--- config.mk ---
export PLATFORM = sky130hd
export DESIGN_NAME = bin2bcd_seq
export DESIGN_NICKNAME = d
export VERILOG_FILES = /design/src/rtl/bin2bcd_seq.sv
export SDC_FILE = /design/constraint.sdc
export NUM_CORES = 1
export LEC_CHECK = 0
export BUFFER_PORTS_ARGS = -buffer_cell sky130_fd_sc_hd__buf_2
export CAP_MARGIN = 20
export CORE_ASPECT_RATIO = 1.1
export CORE_MARGIN = 2
export CORE_UTILIZATION = 50
export DETAILED_ROUTE_END_ITERATION = 16
export GPL_TIMING_DRIVEN = 0
export PLACE_DENSITY = 0.75
export SLEW_MARGIN = 5
export SYNTH_ARGS = -nofsm -noshare
export SYNTH_HDL_FRONTEND = slang
export SYNTH_SLANG_ARGS = --single-unit
--- constraint.sdc ---
create_clock -name clk -period 3.85 [get_ports clk]
set_clock_uncertainty 0.15 [all_clocks]
set_input_delay 0.385 -clock clk [delete_from_list [all_inputs] [get_ports clk]]
set_output_delay 0.385 -clock clk [all_outputs]
set_load 0.005 [all_outputs]
--- src/rtl/bin2bcd_seq.sv ---
// rtl/bin2bcd_seq.sv - sequential binary-to-BCD converter, one input bit per clock (double dabble)
// Optional BIN2BCD_SAT_EN: an over-range result is loaded as all nines instead of value mod 10^DIGITS.
module bin2bcd_seq #(
  parameter int DATA_W = 36,
  parameter int DIGITS = 9
) (
  input  logic                  clk,
  input  logic                  rst,
  input  logic                  start,
  input  logic [DATA_W-1:0]     data,
  output logic                  busy,
  output logic                  done,
  output logic [4*DIGITS-1:0]   bcd,
  output logic                  ovf
);

  localparam int BW = 4 * DIGITS;
  localparam int CW = (DATA_W > 1) ? $clog2(DATA_W) : 1;

  typedef enum logic [1:0] {IDLE, SHIFT, DONE} state_t;

  state_t            r_state;
  logic [DATA_W-1:0] r_data;
  logic [BW-1:0]     r_work;
  logic [CW-1:0]     r_cnt;
  logic              r_ovf;

  logic [BW-1:0]     w_adj;
  logic              w_carry;
  logic [BW-1:0]     w_work_nxt;
  logic [DATA_W-1:0] w_data_nxt;
  logic [BW-1:0]     w_result;

  always_comb begin
    w_adj = r_work;
    for (int k = 0; k < DIGITS; k++) begin
      if (r_work[4*k +: 4] >= 4'd5) begin
        w_adj[4*k +: 4] = r_work[4*k +: 4] + 4'd3;
      end
    end
  end

  // The bit leaving the top digit is a 10^DIGITS carry; dropping it keeps value mod 10^DIGITS.
  assign {w_carry, w_work_nxt, w_data_nxt} = {w_adj, r_data, 1'b0};

`ifdef BIN2BCD_SAT_EN
  assign w_result = r_ovf ? {DIGITS{4'h9}} : r_work;
`else
  assign w_result = r_work;
`endif

  always_ff @(posedge clk) begin
    if (rst) begin
      r_state <= IDLE;
      r_data  <= '0;
      r_work  <= '0;
      r_cnt   <= '0;
      r_ovf   <= 1'b0;
      busy    <= 1'b0;
      done    <= 1'b0;
      bcd     <= '0;
      ovf     <= 1'b0;
    end else begin
      case (r_state)
        IDLE: begin
          done <= 1'b0;
          if (start) begin
            r_data  <= data;
            r_work  <= '0;
            r_cnt   <= '0;
            r_ovf   <= 1'b0;
            busy    <= 1'b1;
            r_state <= SHIFT;
          end
        end
        SHIFT: begin
          r_work <= w_work_nxt;
          r_data <= w_data_nxt;
          r_ovf  <= r_ovf | w_carry;
          r_cnt  <= r_cnt + 1'b1;
          if (r_cnt == CW'(DATA_W - 1)) begin
            r_state <= DONE;
          end
        end
        DONE: begin
          bcd     <= w_result;
          ovf     <= r_ovf;
          done    <= 1'b1;
          busy    <= 1'b0;
          r_state <= IDLE;
        end
        default: r_state <= IDLE;
      endcase
    end
  end

endmodule

== After elaboration in Yosys (flattened, before gate mapping) ==
Index checks and enable logic that the tools add are counted.
Word-level totals
  logic and storage cells: 63
  input port bits: 39
  output and inout bits: 39
  bits in registers: 120
Operators by class
  add/subtract/negate cells: 10
  muxes and demuxes: 23
  bitwise gates (word level): 1
  reduce and logical (&&, ||, !) cells: 6
  order comparisons: 9
  equal/unequal tests: 5
Operators with widths (count)
  $pmux 36 s2: 2
  $mux 36: 2
  $add 4x2->4 const B: 9
  $ge 4x3->1 const B: 9
  $mux 4: 9
  $pmux 6 s2: 1
  $add 6x1->6 const B: 1
  $eq 6x6->1 const B: 1
  $mux 6: 1
  $pmux 1 s2: 3
  $reduce_and 2->1: 3
  $mux 2: 2
  $ne 2x2->1 const B: 2
  $pmux 2 s2: 1
  $reduce_bool 2->1: 2
  $eq 2x1->1 const B: 1
  $eq 2x2->1 const B: 1
  $logic_not 2->1: 1
  $mux 1: 2
  $or 1x1->1: 1

== Longest topological paths before layout ==
  depth in word-level cells: 4
  mapped depth: 6
  depth with buffers taken out: 6

== Worst setup path before layout ==
No wires, ideal clock.
  path kind: register to register
  from: register r_work[33]
  to: register r_work[34]
  required time: 3631 ps
  clock period less this slack: 1586 ps
  library setup time: 69 ps
  path buffers: 0
  slack: 2264 ps
  cell stages (with the launch flop): 7
  data arrival time: 1368 ps
  cell sequence: dfxtp_1 inv_1 ha_1 nand2b_1 a21oi_1 mux2_2 o21ai_1
Between the ends
  cells in the longest elaborated chain, start to end: 3
  elaborated cells on any way between the ends: 4
  those cells by class: 1 x add/sub; 1 x order compare; 2 x mux
RTL lines
  start: declaration: line 24  | logic [BW-1:0] r_work;
  start signal: assignment: line 77  | r_work <= w_work_nxt;
  $add 4x2->4 / $ge 4x3->1 (equally long branches): line 38, 37
  $mux 4 (*): line 37  | if (r_work[4*k +: 4] >= 4'd5) begin
  $pmux 36 s2 (*): line 64  | case (r_state)
Mark *: on every way between the ends. The rest lies on a longest branch, timed or not.
A chain may end at the register's enable or synchronous reset.

== Worst setup path in the final report ==
  from: register r_state[1]
  to: register r_work[23]
Between the ends
  cells in the longest elaborated chain, start to end: 3
  elaborated cells on any way between the ends: 6
  those cells by class: 2 x eq/ne; 1 x mux; 3 x reduce/logical
RTL lines
  start: declaration: line 22  | state_t r_state;
  start signal: assignment: line 54  | r_state <= IDLE;
  start signal: assignment: line 73  | r_state <= SHIFT;
  start signal: assignment: line 82  | r_state <= DONE;
  $eq 2x1->1 / $logic_not 2->1 (equally long branches): line 64
  $reduce_bool 2->1 (no line) / $ne 2x2->1 (equally long branches)
  $reduce_and 2->1 (no line)
Parallel ways exist; a longest one is shown, timed or not.

==> results.tsv <==
metric	value	unit
layout.nets	803	
power_density	476.8	nW/um2
finalHoldViolations	0	
drtAntennaViolNets	0	
setup-violations-final	0	
use_met3	5.658	%
wl_per_cell	13.81	um
clock_latency	0.51	ns
antenna_cells	0	
firstDrtPassIters	5	
min_from	data[11]	
fin_crit	1.750	ns
startpoint	r_state[1]	
power.leakage	2.666	nW
drive_above_1_share	18.07	%
setup-tns-final	0	ns
maxCapViolCount	0	
r2r_slack	2.10	ns
setup_ws	2.100	ns
busiest_layer	met2	
cts_buffers	17	
min_path_type	primary input to flip-flop	
h-tree-depth	4	
slew_viol_final	0	
worstPathArrival	2.03	ns
cp_cell_sequence	and2b_1 > buf_4 > nor2_2 > o21ai_0 > a21oi_1	
layout_common_cells	120 x dfxtp_1, 114 x nor2_1, 100 x nand2_1	
synthArstFlopShare	0	%
synth_seq_area_share	47.27	%
syn-instance-count	632	
place_ws	1.935	ns
antenna_found_initial	0	
yosys_warnings	0	
netlist.area_leader.share	47.27	%
tightestPinTransition	0.6004	ns
vdd_ir_drop_max	0.0003333	V
required	4.13	ns
grt_max_degree	17	
viasPerCell	5.273	
overflow	0	
slowest_delay	0.41	ns
fin_crit_sh	45.46	%
vias	4630	
root_buffer	clkbuf_8	
rsz0062_at_grt	false	
crit_fanout	10	
final_common_cell	dfxtp_1	
die_x	100.1	um
p_total	3.040	mW
status	complete, no violations	
yosys_register_bits	120	
cp-start-kind	flip-flop	
syn-num-nets	690	
clock-sinks	120	
drt-initial-drc-count	222	
synthDistinctLibCells	35	
tritoncts	yes	
post_cts_buffers	0	
die_area	10990	um2
regToRegEndpoint	r_work[23]	
final_area	6375	um2
grt_pass1_wl	20320	um
worstReg2RegStart	r_state[1]	
use_met1	27.39	%
grt_usage	23.40	%
initial_core_util	51.39	%
clkTransAtPathRegs	0.06	ns
wirelength	12130	um
timing.slew.headroom	59.98	%
synth-main-ff-cell	dfxtp_1	
critPathSlowestCell	dfxtp_1	
die_h	109.7	um
r2r_cells	5	
met2_usage	41.47	%
fmax	571.3	MHz
drc	0	
place_area	5613	um2
ctsResizeCount	0	
cts.path.max_buffers	2	
crit_end	r_work[23]	
endpoint_kind	flip-flop	
grt_pass1_vias	4557	
row_count	38	
place.gp.congestion	0.8144	
syn-cell-area	5082	um2
area_growth	25.43	%
pin_count	78	
synth_edf_count	0	
io_buffers	76	
criticalPathCategory	flip-flop to flip-flop	
place_hpwl	8219	um
yosys.area.top_type	dfxtp_1	
coreArea	9889	um2
synthTopCellsByArea	dfxtp_1 47%, nor2_1 8.4%, nand2_1 7.4%	
cts_hold_buf	18	
syn_area_per_cell	8.042	um2
[cells by family after synthesis]
logic type                 share of synthesized area [%]
AOI/OAI and AO/OA                                  12.19
xor gates and xnor gates                           3.102
adders and majority gates                          4.678
buffers and inverters                              5.071
DFF                                                47.27
muxes                                              2.240
and+or+nand+nor                                    25.46
[report_power, final]
part	switching, mW	total [mW]	internal [mW]
combinational	0.124	0.203	0.0796
sequential	0.0241	1.31	1.28
clock	0.559	1.53	0.969
total	0.706	3.04	2.33
[cell usage after synthesis, types with 2 or more instances]
cell type / count
xnor2_1: 9
a22o_1: 8
dfxtp_1: 120
buf_2: 23
a21oi_1: 63
nand3_1: 12
clkbuf_1: 12
ha_1: 19
xor2_1: 9
nand4_1: 2
nor2_1: 114
mux2_1: 2
nor2_2: 2
buf_4: 3
o21ai_0: 18
nand2b_1: 11
nor4_1: 35
mux2i_1: 8
nor3_1: 11
inv_1: 19
nand2_1: 100
o31ai_1: 10
o21ai_1: 10
[routing by layer]
metal | part of all wire, % | vias up
li1 | - | 2343
met1 | 42 | 2165
met4 | 1.2 | 0
met5 | 0 | -
met2 | 52 | 108
met3 | 4.7 | 14
[flip-flops by register name (all words and copies together) (netlist names), 2 cells and up]
register / count
r_state: 2
r_data: 36
r_work: 36
bcd: 36
r_cnt: 6
[worst max-delay path, delay by kind of cell (launching register included)]
| family | cells | cell delay (ns) |
|---|---|---|
| flops | 1 | 0.41 |
| compound gates | 2 | 0.36 |
| simple gates | 2 | 0.59 |
| buf+inv | 1 | 0.16 |
[layout make-up]
type	instances	area, um2
clock buffer	21	459.2
sequential	120	2402
buffer	39	186.4
clock inverter	11	122.6
fill	853	3515
multi-input combinational	454	2422
tap	120	150.1
inverter	19	71.32
timing repair buffer	94	560.5
[worst min path at each step]
stage | slack, ns | cells past startpoint | end
2_1_floorplan | 0.28 | 2 | ovf
3_3_place_gp | 0.29 | 2 | bcd[13]
3_5_place_dp | 0.29 | 2 | bcd[6]
4_1_cts | 0.0008 | 3 | r_data[10]
5_1_grt | 0.01 | 3 | r_data[32]
6_report | 0.02 | 3 | r_data[11]
[stage by stage]
| stage | utilization, % | hold slack, ns | cells |
|---|---|---|---|
| after global routing | 64.46 | 0.01275 | 878 |
| final | 64.46 | 0.01634 | 878 |
| after floorplan | - | 0.2821 | 632 |
| after detailed placement | 56.76 | 0.2942 | 828 |
| after global placement | 56.76 | 0.2911 | 828 |
| after CTS | 64.46 | 0.0008347 | 878 |
Power figures use the tool's default switching activity.
